`config.mk`:
```
export PLATFORM = sky130hd
export DESIGN_NAME = branch_checkpoint_unit
export DESIGN_NICKNAME = d
export VERILOG_FILES = /design/src/rtl/branch_checkpoint_unit.sv
export SDC_FILE = /design/constraint.sdc
export NUM_CORES = 1
export LEC_CHECK = 0
export ABC_AREA = 1
export BUFFER_PORTS_ARGS = -buffer_cell sky130_fd_sc_hd__buf_2
export CAP_MARGIN = 20
export CORE_ASPECT_RATIO = 2
export CORE_MARGIN = 2
export CORE_UTILIZATION = 52
export CTS_BUF_LIST = sky130_fd_sc_hd__clkbuf_4 sky130_fd_sc_hd__clkbuf_8 sky130_fd_sc_hd__clkbuf_16
export DETAILED_ROUTE_END_ITERATION = 8
export PLACE_DENSITY = 0.75
export SYNTH_ARGS = -nofsm -noshare
export SYNTH_HDL_FRONTEND = slang
export SYNTH_SLANG_ARGS = --single-unit
```
`constraint.sdc`:
```
create_clock -name clk -period 22.5 [get_ports clk]
set_input_delay 3.375 -clock clk [delete_from_list [all_inputs] [get_ports clk]]
set_output_delay 3.375 -clock clk [all_outputs]
set_load 0.005 [all_outputs]
```
`src/rtl/branch_checkpoint_unit.sv`:
```
// rtl/branch_checkpoint_unit.sv - branch checkpoint table with registered misprediction recovery
// Define BRANCH_CKPT_STATS_EN to add saturating misprediction / full-stall counters.
module branch_checkpoint_unit #(
    parameter int CKPT_NUM     = 4,
    parameter int AL_SIZE      = 32,
    parameter int PREG_W       = 6,
    parameter int AREG_NUM     = 32,
    parameter int GHR_LEN      = 8,
    parameter int DRAIN_CYCLES = 2,
    localparam int TAG_W = $clog2(AL_SIZE),
    localparam int MAP_W = AREG_NUM * PREG_W,
    localparam int IDX_W = $clog2(CKPT_NUM),
    localparam int CNT_W = $clog2(DRAIN_CYCLES + 1)
) (
    input  logic                clk,
    input  logic                rst,
    input  logic                alloc_valid,
    output logic                alloc_ready,
    input  logic [TAG_W-1:0]    alloc_tag,
    input  logic                alloc_color,
    input  logic                alloc_has_ds,
    input  logic [PREG_W-1:0]   alloc_free_head,
    input  logic [MAP_W-1:0]    alloc_map,
    input  logic [GHR_LEN-1:0]  alloc_ghr,
    input  logic                resolve_valid,
    input  logic [TAG_W-1:0]    resolve_tag,
    input  logic                resolve_color,
    input  logic                resolve_mispredict,
    input  logic                flush_all,
    output logic                restore_valid,
    output logic [PREG_W-1:0]   restore_free_head,
    output logic [MAP_W-1:0]    restore_map,
    output logic [GHR_LEN-1:0]  restore_ghr,
    output logic [TAG_W-1:0]    squash_tag,
    output logic                squash_color,
    output logic [TAG_W-1:0]    youngest_ptr,
    output logic                youngest_color,
    output logic                busy,
    output logic [CKPT_NUM-1:0] ckpt_valid
`ifdef BRANCH_CKPT_STATS_EN
    ,
    output logic [31:0]         stat_mispredicts,
    output logic [31:0]         stat_full_stalls
`endif
);

    typedef enum logic [1:0] {S_IDLE, S_RECOVER, S_HOLD} state_t;

    state_t              r_state, w_state_nxt;
    logic [CNT_W-1:0]    r_cnt, w_cnt_nxt;
    logic [CKPT_NUM-1:0] r_valid, w_valid_nxt, w_younger;
    logic [TAG_W-1:0]    r_tag       [CKPT_NUM];
    logic                r_color     [CKPT_NUM];
    logic                r_has_ds    [CKPT_NUM];
    logic [PREG_W-1:0]   r_free_head [CKPT_NUM];
    logic [MAP_W-1:0]    r_map       [CKPT_NUM];
    logic [GHR_LEN-1:0]  r_ghr       [CKPT_NUM];

    logic             w_hit, w_res_ok, w_mis, w_alloc_fire;
    logic [IDX_W-1:0] w_hit_idx, w_free_idx;
    logic [TAG_W:0]   w_sq_sum;
    logic             w_sq_wrap, w_sq_color, w_yp_last, w_yc;
    logic [TAG_W-1:0] w_sq_tag, w_yp;

    // Descending scan leaves the lowest matching / free index selected.
    always_comb begin
        w_hit      = 1'b0;
        w_hit_idx  = '0;
        w_free_idx = '0;
        for (int i = CKPT_NUM - 1; i >= 0; i--) begin
            if (!r_valid[i]) w_free_idx = IDX_W'(i);
            if (r_valid[i] && r_tag[i] == resolve_tag && r_color[i] == resolve_color) begin
                w_hit     = 1'b1;
                w_hit_idx = IDX_W'(i);
            end
        end
    end

    always_comb begin
        w_younger = '0;
        for (int i = 0; i < CKPT_NUM; i++) begin
            w_younger[i] = (r_color[i] == r_color[w_hit_idx]) ? (r_tag[i] > r_tag[w_hit_idx])
                                                              : (r_tag[i] < r_tag[w_hit_idx]);
        end
    end

    assign alloc_ready  = (r_state == S_IDLE) && !(&r_valid) &&
                          !(resolve_valid && resolve_mispredict) && !flush_all;
    assign w_alloc_fire = alloc_valid && alloc_ready;
    assign w_res_ok     = resolve_valid && w_hit && (r_state != S_RECOVER) && !flush_all;
    assign w_mis        = w_res_ok && resolve_mispredict;

    // Squash boundary includes the delay slot; the tail sits just past it.
    assign w_sq_sum   = {1'b0, r_tag[w_hit_idx]} + {{TAG_W{1'b0}}, r_has_ds[w_hit_idx]};
    assign w_sq_wrap  = w_sq_sum >= (TAG_W+1)'(AL_SIZE);
    assign w_sq_tag   = w_sq_wrap ? TAG_W'(w_sq_sum - (TAG_W+1)'(AL_SIZE)) : w_sq_sum[TAG_W-1:0];
    assign w_sq_color = r_color[w_hit_idx] ^ w_sq_wrap;
    assign w_yp_last  = w_sq_tag == TAG_W'(AL_SIZE - 1);
    assign w_yp       = w_yp_last ? '0 : w_sq_tag + TAG_W'(1);
    assign w_yc       = w_sq_color ^ w_yp_last;

    always_comb begin
        w_valid_nxt = r_valid;
        if (w_mis) begin
            w_valid_nxt            = r_valid & ~w_younger;
            w_valid_nxt[w_hit_idx] = 1'b0;
        end else if (w_res_ok) begin
            w_valid_nxt[w_hit_idx] = 1'b0;
        end
        if (w_alloc_fire) w_valid_nxt[w_free_idx] = 1'b1;
        if (flush_all) w_valid_nxt = '0;
    end

    always_comb begin
        w_state_nxt = r_state;
        w_cnt_nxt   = r_cnt;
        if (flush_all) begin
            w_state_nxt = S_IDLE;
            w_cnt_nxt   = '0;
        end else if (w_mis) begin
            w_state_nxt = S_RECOVER;
        end else begin
            case (r_state)
                S_RECOVER: begin
                    w_state_nxt = S_HOLD;
                    w_cnt_nxt   = CNT_W'(DRAIN_CYCLES - 1);
                end
                S_HOLD: begin
                    if (r_cnt == '0) w_state_nxt = S_IDLE;
                    else             w_cnt_nxt   = r_cnt - CNT_W'(1);
                end
                default: ;
            endcase
        end
    end

    always_ff @(posedge clk or posedge rst) begin
        if (rst) begin
            r_state <= S_IDLE;
            r_cnt   <= '0;
            r_valid <= '0;
        end else begin
            r_state <= w_state_nxt;
            r_cnt   <= w_cnt_nxt;
            r_valid <= w_valid_nxt;
        end
    end

    // Snapshot payload needs no reset: it is qualified by r_valid.
    always_ff @(posedge clk) begin
        if (w_alloc_fire) begin
            r_tag[w_free_idx]       <= alloc_tag;
            r_color[w_free_idx]     <= alloc_color;
            r_has_ds[w_free_idx]    <= alloc_has_ds;
            r_free_head[w_free_idx] <= alloc_free_head;
            r_map[w_free_idx]       <= alloc_map;
            r_ghr[w_free_idx]       <= alloc_ghr;
        end
    end

    always_ff @(posedge clk or posedge rst) begin
        if (rst) begin
            restore_free_head <= '0;
            restore_map       <= '0;
            restore_ghr       <= '0;
            squash_tag        <= '0;
            squash_color      <= 1'b0;
            youngest_ptr      <= '0;
            youngest_color    <= 1'b0;
        end else if (w_mis) begin
            restore_free_head <= r_free_head[w_hit_idx];
            restore_map       <= r_map[w_hit_idx];
            restore_ghr       <= {r_ghr[w_hit_idx][GHR_LEN-1:1], ~r_ghr[w_hit_idx][0]};
            squash_tag        <= w_sq_tag;
            squash_color      <= w_sq_color;
            youngest_ptr      <= w_yp;
            youngest_color    <= w_yc;
        end
    end

    assign restore_valid = (r_state == S_RECOVER);
    assign busy          = (r_state != S_IDLE);
    assign ckpt_valid    = r_valid;

`ifdef BRANCH_CKPT_STATS_EN
    logic [31:0] r_stat_mis, r_stat_stall;

    always_ff @(posedge clk or posedge rst) begin
        if (rst) begin
            r_stat_mis   <= '0;
            r_stat_stall <= '0;
        end else begin
            if (w_mis && r_stat_mis != '1) r_stat_mis <= r_stat_mis + 32'd1;
            if (alloc_valid && (&r_valid) && r_state == S_IDLE && r_stat_stall != '1)
                r_stat_stall <= r_stat_stall + 32'd1;
        end
    end

    assign stat_mispredicts = r_stat_mis;
    assign stat_full_stalls = r_stat_stall;
`endif

endmodule

```
==> results by stage, run 1 <==
Outcome:
- The flow ran to the end, and the final reports show no timing, DRC or antenna violations.

Drt:
- The total detailed-routing wirelength is 101 mm.
- The detailed router put a total of 36.9 mm of wire on met1.
- In the detailed route, the total length drawn on met3 is 8.65 mm.
- The routed via count divided by cell count is 6.12.
- The uppermost metal layer occupied by signal nets is met5.
- The count of nets left with antenna violations once routing finished came out at 0.
- The detailed-route via count is 23434.
- After detailed routing, the number of remaining DRC violations is 0.
- The number of DRC markers after the initial detailed-route iteration is 2044.
- Before antenna repair, the detailed router went through 5 iterations.
- Dividing the detail-routed wire length by the instance count gives 26.4 um.
- After detailed routing, the met2 layer carries 51.3 mm of wire.

Die:
- The floorplan step set the die height to 392 um.
- During I/O placement, the number of pins put on the boundary was 450.
- The core region is 74800 sq um.
- The initial core utilization is 0.523.
- The area of the die is 77600 sq um.
- The number of standard-cell rows in the floorplan is 142.
- The die width is 198 um.

Clocking:
- The count of hold-fix buffers inserted at cts is 0.
- Buffers added to address setup during post-CTS repair amount to 0.
- The post-CTS resize count is 0.
- The clock sink count is 1078.
- The clock transition at the registers of the reported paths is 0.07 ns.
- The number of H-tree levels is 3.
- TritonCTS built the clock tree.
- Clock latency on the worst-skew pair, taken at its later pin, is 0.70 ns.
- The root buffer cell chosen for the clock tree is sky130_fd_sc_hd__clkbuf_16.
- The number of buffers created by CTS is 88.
- The maximum clock insertion buffer count is 3.

Global route:
- Entering global routing, the biggest net connects 133 pins.
- The first global-routing pass estimated 149 mm of wire.
- The number of global-route vias before repair is 24052.
- The number of antenna violations at the first check in global routing is 35.
- In the global route stage, overall resource usage came out at 0.258.
- The total overflow left after global routing is 0.

Yosys:
- Summed over all instances, the cell type with the most area after synthesis is sky130_fd_sc_hd__edfxtp_1.
- The warning count from the yosys run is 0.
- For this run, asynchronously set or reset flops after synthesis account for 0.210.
- The count of state elements after synthesis is 1078.
- By area the synthesized netlist is led by sky130_fd_sc_hd__edfxtp_1, sky130_fd_sc_hd__dfrtp_1, sky130_fd_sc_hd__a221oi_1.
- The number of nets in the synthesized netlist is 2530.
- In the synthesized netlist, the number of instances is 2292.
- The sequential element share of the synthesized area is 0.798.
- The most used flip-flop cell after synthesis is sky130_fd_sc_hd__edfxtp_1.
- Counting flops with a built-in enable in the synthesized netlist gives 852.
- Of the post-synthesis cell area, the dominant cell type holds 0.654.
- The synthesized area divided by synthesized cell count is 17.1 sq um.
- The synthesized cell area is 39100 sq um.
- The synthesized netlist contains 48 unique library cells.

Timing:
- The time the final worst path needs with I/O delays and setup is 7.82 ns.
- The share of the clock period used by the worst path after layout is 0.347.
- Setup repair after global routing left no endpoint under its margin.
- The highest achievable clock rate is 0.128 GHz.
- The final sum of negative setup slack is 0 ns.
- The final-report max-slew violation count is 0.
- The setup skew after layout is 0.0273 ns.
- For the pin with the worst max-slew slack, the measured transition is 1.13 ns.
- The number of hold violations in the final report is 0.
- Setup violations remaining at the end of the flow were counted as 0.
- Measured against its own limit, the worst slew margin works out to 0.247.
- The final hold slack is 0.477 ns.

Place:
- Detailed placement finished with a half-perimeter wire length of 58.6 mm.
- The number of I/O port buffers is 449.
- The number of placed instances, taps included is 3640.
- The placed standard-cell area is 42400 sq um.
- The last weighted congestion value of the routability-driven placer is 0.870.

Final layout:
- In the final layout, the share of cells above drive strength 1 is 0.249.
- The library cell used most frequently in the layout, excluding fill and tap cells, is sky130_fd_sc_hd__edfxtp_1.
- The finished layout holds 3826 standard cells, fillers aside.
- The final layout net count is 2960.
- The relative area change from synthesis to final layout is 16.5%.
- The top cell types in the final layout, fill and taps aside, are sky130_fd_sc_hd__edfxtp_1, sky130_fd_sc_hd__buf_2, sky130_fd_sc_hd__dfrtp_1.
- For this run, the share of the core covered by cells in the final layout is 0.610.
- Summing all non-filler instances in the final layout gives an area of 45600 sq um.
- The fill cell total of the finished layout is 5387.

Power and ir drop:
- For this design the static power due to leakage is 17.9 nW.
- The power density of the placed cells is 89.7 nW/um^2.
- The maximum resistive drop on vdd is 0.0799 mV.

Run:
- Max-cap violations in this run came to 0.

Setup path:
- Data arrives at the worst endpoint at 4.44 ns.
- The required time of the critical path is 19.12 ns.
- The largest fanout on the critical path is 2.
- The sort of element at the start of the critical path is a primary input.
- The type of destination of the critical path is a primary output.
- By startpoint and endpoint, the worst setup path is classified as primary input to primary output.
- The worst register-to-register path has a depth of 8.

Worst hold path:
- The worst hold path was traced through 2 stages.
- The path type of the worst min-delay path is register to register.
## power by group
group	switching, mW	total (mW)	internal (mW)	leakage (nW)
clock network	0.714	1.65	0.931	1.54
logic	0.118	0.189	0.0709	5.53
registers	0.0299	2.26	2.23	10.8
## cells by family (layout without fill, tap and decap cells)
group                    count (synthesis)  after routing  share of synthesized area
AND/OR/NAND/NOR                        322            322                     0.0384
other                                    0             21                          0
adder cells (fa/ha/maj)                 13             13                    0.00416
buffers and inverters                  202            707                     0.0212
XOR/XNOR                                 6              6                    0.00134
flip-flops                            1078           1078                      0.798
AO/OA/AOI/OAI                          671            671                      0.137
## path summary, 6_finish.rpt
path | from | endpoint | slack, ns
worst max-delay path | resolve_mispredict | alloc_ready | 14.68
worst min-delay path | youngest_ptr[4]$_DFFE_PP0P_ | youngest_ptr[4]$_DFFE_PP0P_ | 0.48
worst max register to register | ckpt_valid[2]$_DFF_PP0_ | r_map[2][163]$_DFFE_PP_ | 17.58
worst min register to register | youngest_ptr[4]$_DFFE_PP0P_ | youngest_ptr[4]$_DFFE_PP0P_ | 0.48
max in group asynchronous | rst | restore_map[156]$_DFFE_PP0P_ | 18.01
min in group asynchronous | rst | restore_map[9]$_DFFE_PP0P_ | 2.79
## cell usage after synthesis, drive strengths merged, types with 2 or more instances
library cell  instances
ha                   13
a211oi                3
a2bb2oi             184
a21oi                35
o21a                 22
a221oi              185
a31o                  3
edfxtp              852
nand2               189
buf                  60
nor2                 49
nand3b                5
xnor2                 3
nand4                 2
nor3                  8
clkbuf               78
dfrtp               226
a22oi               206
o22ai                 5
xor2                  3
inv                  63
o21ai                23
nand3                65
## state kept, by name (all words and copies together), names as in the netlist, 4 cells and up
name               count
r_color                4
r_has_ds               4
ckpt_valid             4
restore_ghr            8
r_tag                 20
restore_map          192
restore_free_head      6
youngest_ptr           5
r_free_head           24
r_ghr                 32
squash_tag             5
r_map                768
## critical path, stage by stage
cell and delay (ns):
sky130_fd_sc_hd__buf_2 0.14, sky130_fd_sc_hd__a2111oi_0 0.69, sky130_fd_sc_hd__buf_2 0.24
## layer usage
metal / vias to the layer above / track usage
met2: 1099 / 0.434
li1: 10102 / -
met5: - / 0
met1: 11979 / 0.310
met3: 224 / 0.0669
met4: 30 / 0.123
## cell type report
cell class / instances / area [sq um] / area share
repair buffers: 478 / 2500 / 0.0549
clock buffers: 107 / 2380 / 0.0522
inverters: 64 / 270 / 0.00592
diodes: 21 / 52.6 / 0.00115
clock inverters: 58 / 777 / 0.0170
flip-flops and latches: 1078 / 31200 / 0.685
multi-input cells: 1012 / 7130 / 0.156
well taps: 1008 / 1260 / 0.0276
## metrics by stage
stage / total power [mW] / setup WS, ns
2_1_floorplan: 2.39 / 2.22
3_3_place_gp: 2.47 / 14.68
3_5_place_dp: 2.49 / 14.71
4_1_cts: 4.12 / 14.71
5_1_grt: 4.21 / 14.68
6_report: 4.09 / 14.68
(Power assumes the default switching activity.)
==> inputs of run 2 (changes only) <==
--- a/config.mk
+++ b/config.mk
@@ -5,15 +5,15 @@
 export SDC_FILE = /design/constraint.sdc
 export NUM_CORES = 1
 export LEC_CHECK = 0
-export ABC_AREA = 1
+export ABC_AREA = 0
 export BUFFER_PORTS_ARGS = -buffer_cell sky130_fd_sc_hd__buf_2
 export CAP_MARGIN = 20
 export CORE_ASPECT_RATIO = 2
 export CORE_MARGIN = 2
-export CORE_UTILIZATION = 52
+export CORE_UTILIZATION = 58
 export CTS_BUF_LIST = sky130_fd_sc_hd__clkbuf_4 sky130_fd_sc_hd__clkbuf_8 sky130_fd_sc_hd__clkbuf_16
 export DETAILED_ROUTE_END_ITERATION = 8
-export PLACE_DENSITY = 0.75
+export PLACE_DENSITY = 0.79
 export SYNTH_ARGS = -nofsm -noshare
 export SYNTH_HDL_FRONTEND = slang
 export SYNTH_SLANG_ARGS = --single-unit
==> constraint.sdc (replaced) <==
create_clock -name clk -period 7.3 [get_ports clk]
set_input_delay 1.095 -clock clk [delete_from_list [all_inputs] [get_ports clk]]
set_output_delay 1.095 -clock clk [all_outputs]
set_load 0.005 [all_outputs]
==> run 2 against run 1 <==
Effect of this change:
- the flow now finishes with violations (DRC)
- clock power rose to 3.0 times the previous value
- flip-flop and latch count did not move
- largest cell class unchanged
- count of clock-buffer cells in the layout rose by 5
- die area fell by 11%
- cell area fell by 1.3%
- total power rose to 3.0 times the previous value
- highest routed layer unchanged
- sequential power rose to 3.0 times the previous value
==> results by stage, run 2 <==
Place:
- The half-perimeter wire length after detailed placement is 51.7 mm.
- The worst slack at placement is 2.38 ns.
- After detailed placement, the design holds a cell count of 3548.
- The number of I/O port buffers is 449.
- Routability-driven placement finished with a final weighted congestion of 0.946.
- The placed standard-cell area is 41900 sq um.

Timing:
- The final hold slack is 0.487 ns.
- The relative max-transition margin is 0.255.
- The setup skew after layout is 0.0350 ns.
- The final sum of negative setup slack is 0 ns.
- The setup slack after layout is 3.02 ns.
- The final-report max-slew violation count was 0.
- The highest achievable clock rate is 0.234 GHz.
- The time the final worst path needs with I/O delays and setup is 4.28 ns.
- The number of hold violations in the final report is 0.
- Setup repair after global routing left no endpoint under its margin.
- The share of the clock period used by the worst path after layout is 0.586.
- At the pin with the least slew margin, the transition time is 1.12 ns.
- The final number of setup-violating endpoints is 0.

Global route:
- The met1 routing resource usage after global routing is 0.360.
- The layer flagged by global routing as most heavily used is met2.
- The number of antenna violations at the first check in global routing is 40.
- The global-route total usage across every layer is 0.267.
- For met3 alone, demand over resource in global routing was 0.109.
- In the global route stage, met2 resource usage came out at 0.404.
- The number of global-route vias before repair is 22869.
- The total congestion overflow after global routing is 0.
- The global-route wire length before repair is 140 mm.
- The pin count of the biggest net entering global routing is 167.

Yosys:
- Among all cell types in the netlist, the one instantiated most often is sky130_fd_sc_hd__edfxtp_1.
- The sequential element share of the synthesized area is 0.806.
- The synthesized design spends more area on one cell type than any other, namely sky130_fd_sc_hd__edfxtp_1.
- Synthesis produced a netlist with a net count of 2579.
- Yosys printed 0 warnings.
- The prevailing post-synth register cell is sky130_fd_sc_hd__edfxtp_1.
- The fraction of registers with async set or reset after synthesis is 0.210.
- After synthesis, the most frequently instantiated cells are sky130_fd_sc_hd__edfxtp_1, sky130_fd_sc_hd__nand2_1, sky130_fd_sc_hd__dfrtp_1, sky130_fd_sc_hd__nor2_1, sky130_fd_sc_hd__a31oi_1.
- The dominant combinational cell family by area after synthesis is compound AO/OA/AOI/OAI gates.
- Sorting the synthesized cells by area gives the leading types as sky130_fd_sc_hd__edfxtp_1, sky130_fd_sc_hd__dfrtp_1, sky130_fd_sc_hd__a222oi_1.
- The area share of and/or/nand/nor cells after synthesis is 0.0564.
- In this run, synthesis inferred 852 flip-flops with an integrated enable.
- The synthesized cell area is 38700 sq um.
- The synthesized instance count is 2341.
- Yosys mapped the design onto 73 distinct sky130hd cell types.
- After synthesis the netlist holds a flip-flop and latch count of 1078.
- The share of synthesized area in the top cell type comes to 0.660.
- The fraction of the mapped netlist area in compound gates is 0.105.
- The portion of netlist area occupied by mux cells is 0.00136.
- The post-synthesis xor/xnor area fraction is 0.00917.
- The synthesized area divided by synthesized cell count is 16.5 sq um.
- Of the total synthesized cell area, the portion taken by full adders, half adders and majority gates is 0.00420.

Clocking:
- The clock sink count is 1078.
- The library cell used as clock root buffer is sky130_fd_sc_hd__clkbuf_16.
- The clock reaches the later pin of the worst-skew pair after 0.68 ns.
- The clock passes through at most 3 buffers.
- After clock tree synthesis, the flow added hold-fix buffers numbering 0.
- The buffers inserted during post-CTS setup optimization is 0.
- After clock tree synthesis, the clock-pin slew on the worst setup and hold paths is 0.08 ns.
- The number of H-tree levels is 3.
- The number of gates resized after CTS was 0.
- TritonCTS built the clock tree.
- In this run, CTS created clock tree buffers numbering 88.

Worst hold path:
- The endpoint of the worst hold-timing path is squash_color$_DFFE_PP0P_.
- The worst hold path stage count is 2.
- The path class of the tightest hold or removal check is register to register.
- In this run the most critical hold path is launched from squash_color$_DFFE_PP0P_.

Setup path:
- On the worst path, the slowest cell contributes a delay of 0.70 ns.
- At the worst endpoint, the required time is 7.89 ns.
- The type of destination of the critical path is a register.
- The worst setup path is launched from a primary input.
- On the critical path, the stage with the largest delay is an instance of sky130_fd_sc_hd__a221oi_1.
- The data arrival time at the worst-slack endpoint is 4.87 ns.
- Measured in cells, the most critical reg-to-reg path has a length of 13.
- The critical path is of the primary input to register type.
- The worst register-to-register path begins at r_tag[1][3]$_DFFE_PP_.
- The largest fanout on the critical path is 9.
- Walking the worst path, the cells encountered are buf_2 -> xnor2_1 -> nand4_1 -> or2_1 -> nand4b_1 -> o22ai_1 -> a221oi_1 -> ha_1 -> nor3b_1 -> xnor2_1 -> and3_1 -> ha_1 -> xnor3_1 -> o21ai_1.
- The endpoint identified for the worst register-to-register timing path is youngest_color$_DFFE_PP0P_.
- Across all register-to-register paths, the minimum setup slack is 3.02 ns.

Outcome:
- The flow ran to the end, but the final reports show violations.
- The checks that failed: DRC.

Drt:
- The residual antenna-violating net count after detailed routing is 0.
- The wire length per cell is 24.9 um.
- For this block, the initial DRC count from the detailed router was 3074.
- The pre-antenna-repair detailed-routing pass consisted of 9 iterations.
- The detailed router placed 23290 vias in this run.
- Dividing the detail-routed via count by the number of cells gives 6.25.
- After detailed routing, the total wire length is 92.8 mm.
- The post-route DRC violation count is 3.

Final layout:
- The proportion of layout cells with a drive suffix above 1 is 0.232.
- The library cells used most frequently in the layout, excluding fill and tap cells, are sky130_fd_sc_hd__edfxtp_1, sky130_fd_sc_hd__buf_2, sky130_fd_sc_hd__nand2_1.
- In the final layout, the registers with the most flip-flops are r_map x768, restore_map x192, r_ghr x32.
- The commonest non-fill, non-tap cell in the layout is sky130_fd_sc_hd__edfxtp_1.
- The final non-filler cell area is 45000 sq um.
- The area occupied by multi-input gates is 6870 sq um.
- The non-filler instance count after layout is 3724.
- The register with the most flip-flops in the layout has 768 of them.
- The register containing the most flip-flops in the final layout is r_map.
- The area growth from synthesis to layout is 16.2%.
- The final layout net count is 2992.
- The fill cell total of the finished layout is 4390.
- The sequential cell area is 31200 sq um.

Power and ir drop:
- The worst-case IR drop observed on VDD is 0.288 mV.
- The power density of the placed cells is 270 nW/um^2.
- The leakage power is 17.2 nW.

Run:
- The max capacitance violation total is 0.

Die:
- The vertical die dimension is 369 um.
- In this run the standard cell core region covers 66400 sq um.
- The initial utilization of the core area, before any placement, comes to 0.583.
- The number of I/O pins is 450.
- Measured along the x axis, the die boundary spans 187 um.
- The area of the die is 69000 sq um.
- The number of standard-cell rows in the floorplan is 134.
run 2: cell type report:
cell class | count | area share
Antenna cell | 11 | 0.000612
Clock buffer | 112 | 0.0547
Clock inverter | 53 | 0.0142
Inverter | 22 | 0.00217
Multi-Input combinational cell | 1091 | 0.153
Sequential cell | 1078 | 0.694
Tap cell | 884 | 0.0246
Timing Repair Buffer | 473 | 0.0567
run 2: worst max-delay path, delay by kind of cell:
| family | cells | cell delay [ns] |
|---|---|---|
| fa+ha+maj | 2 | 0.50 |
| simple gates | 5 | 1.39 |
| xor+xnor | 3 | 0.81 |
| compound gates | 3 | 0.93 |
| buf+inv | 1 | 0.14 |
run 2: cells by family (layout without fill, tap and decap cells):
logic type / Yosys count / count (layout)
adder cells (fa/ha/maj): 13 / 13
AO/OA/AOI/OAI: 499 / 499
AND/OR/NAND/NOR: 535 / 535
multiplexers: 5 / 5
other: 0 / 11
flip-flops: 1078 / 1078
buffers and inverters: 172 / 660
XOR/XNOR: 39 / 39
run 2: through the flow:
step / util / power [mW]
after global placement: 0.631 / 7.26
final: 0.678 / 12.1
after floorplan: - / 7.07
after detailed placement: 0.631 / 7.28
after global routing: 0.677 / 12.5
after CTS: 0.677 / 12.2
run 2: how the worst max path moves through the flow:
| stage | start | endpoint | slack, ns | cells after the start |
|---|---|---|---|---|
| 2_1_floorplan | flush_all | r_color[1]$_DFFE_PP_ | -0.16 | 4 |
| 3_3_place_gp | resolve_tag[2] | ckpt_valid[0]$_DFF_PP0_ | 2.49 | 12 |
| 3_5_place_dp | resolve_tag[3] | youngest_color$_DFFE_PP0P_ | 2.38 | 14 |
| 4_1_cts | r_tag[2][2]$_DFFE_PP_ | youngest_color$_DFFE_PP0P_ | 3.06 | 13 |
| 5_1_grt | r_tag[0][2]$_DFFE_PP_ | youngest_color$_DFFE_PP0P_ | 2.76 | 13 |
| 6_report | resolve_tag[0] | youngest_color$_DFFE_PP0P_ | 3.02 | 14 |
run 2: metal layers:
metal	part of all wire	vias up	wire, um
met4	0.023	58	2130
met3	0.13	213	12400
li1	-	10166	-
met5	0.0042	-	388
met1	0.37	11530	34700
met2	0.47	1323	43200
run 2: report_power, final:
| group | internal, mW | switching [mW] | total [mW] | leakage, nW |
|---|---|---|---|---|
| clock network | 2.84 | 2.15 | 5.00 | 1.52 |
| logic | 0.124 | 0.230 | 0.354 | 4.77 |
| registers | 6.75 | 0.0460 | 6.80 | 10.9 |
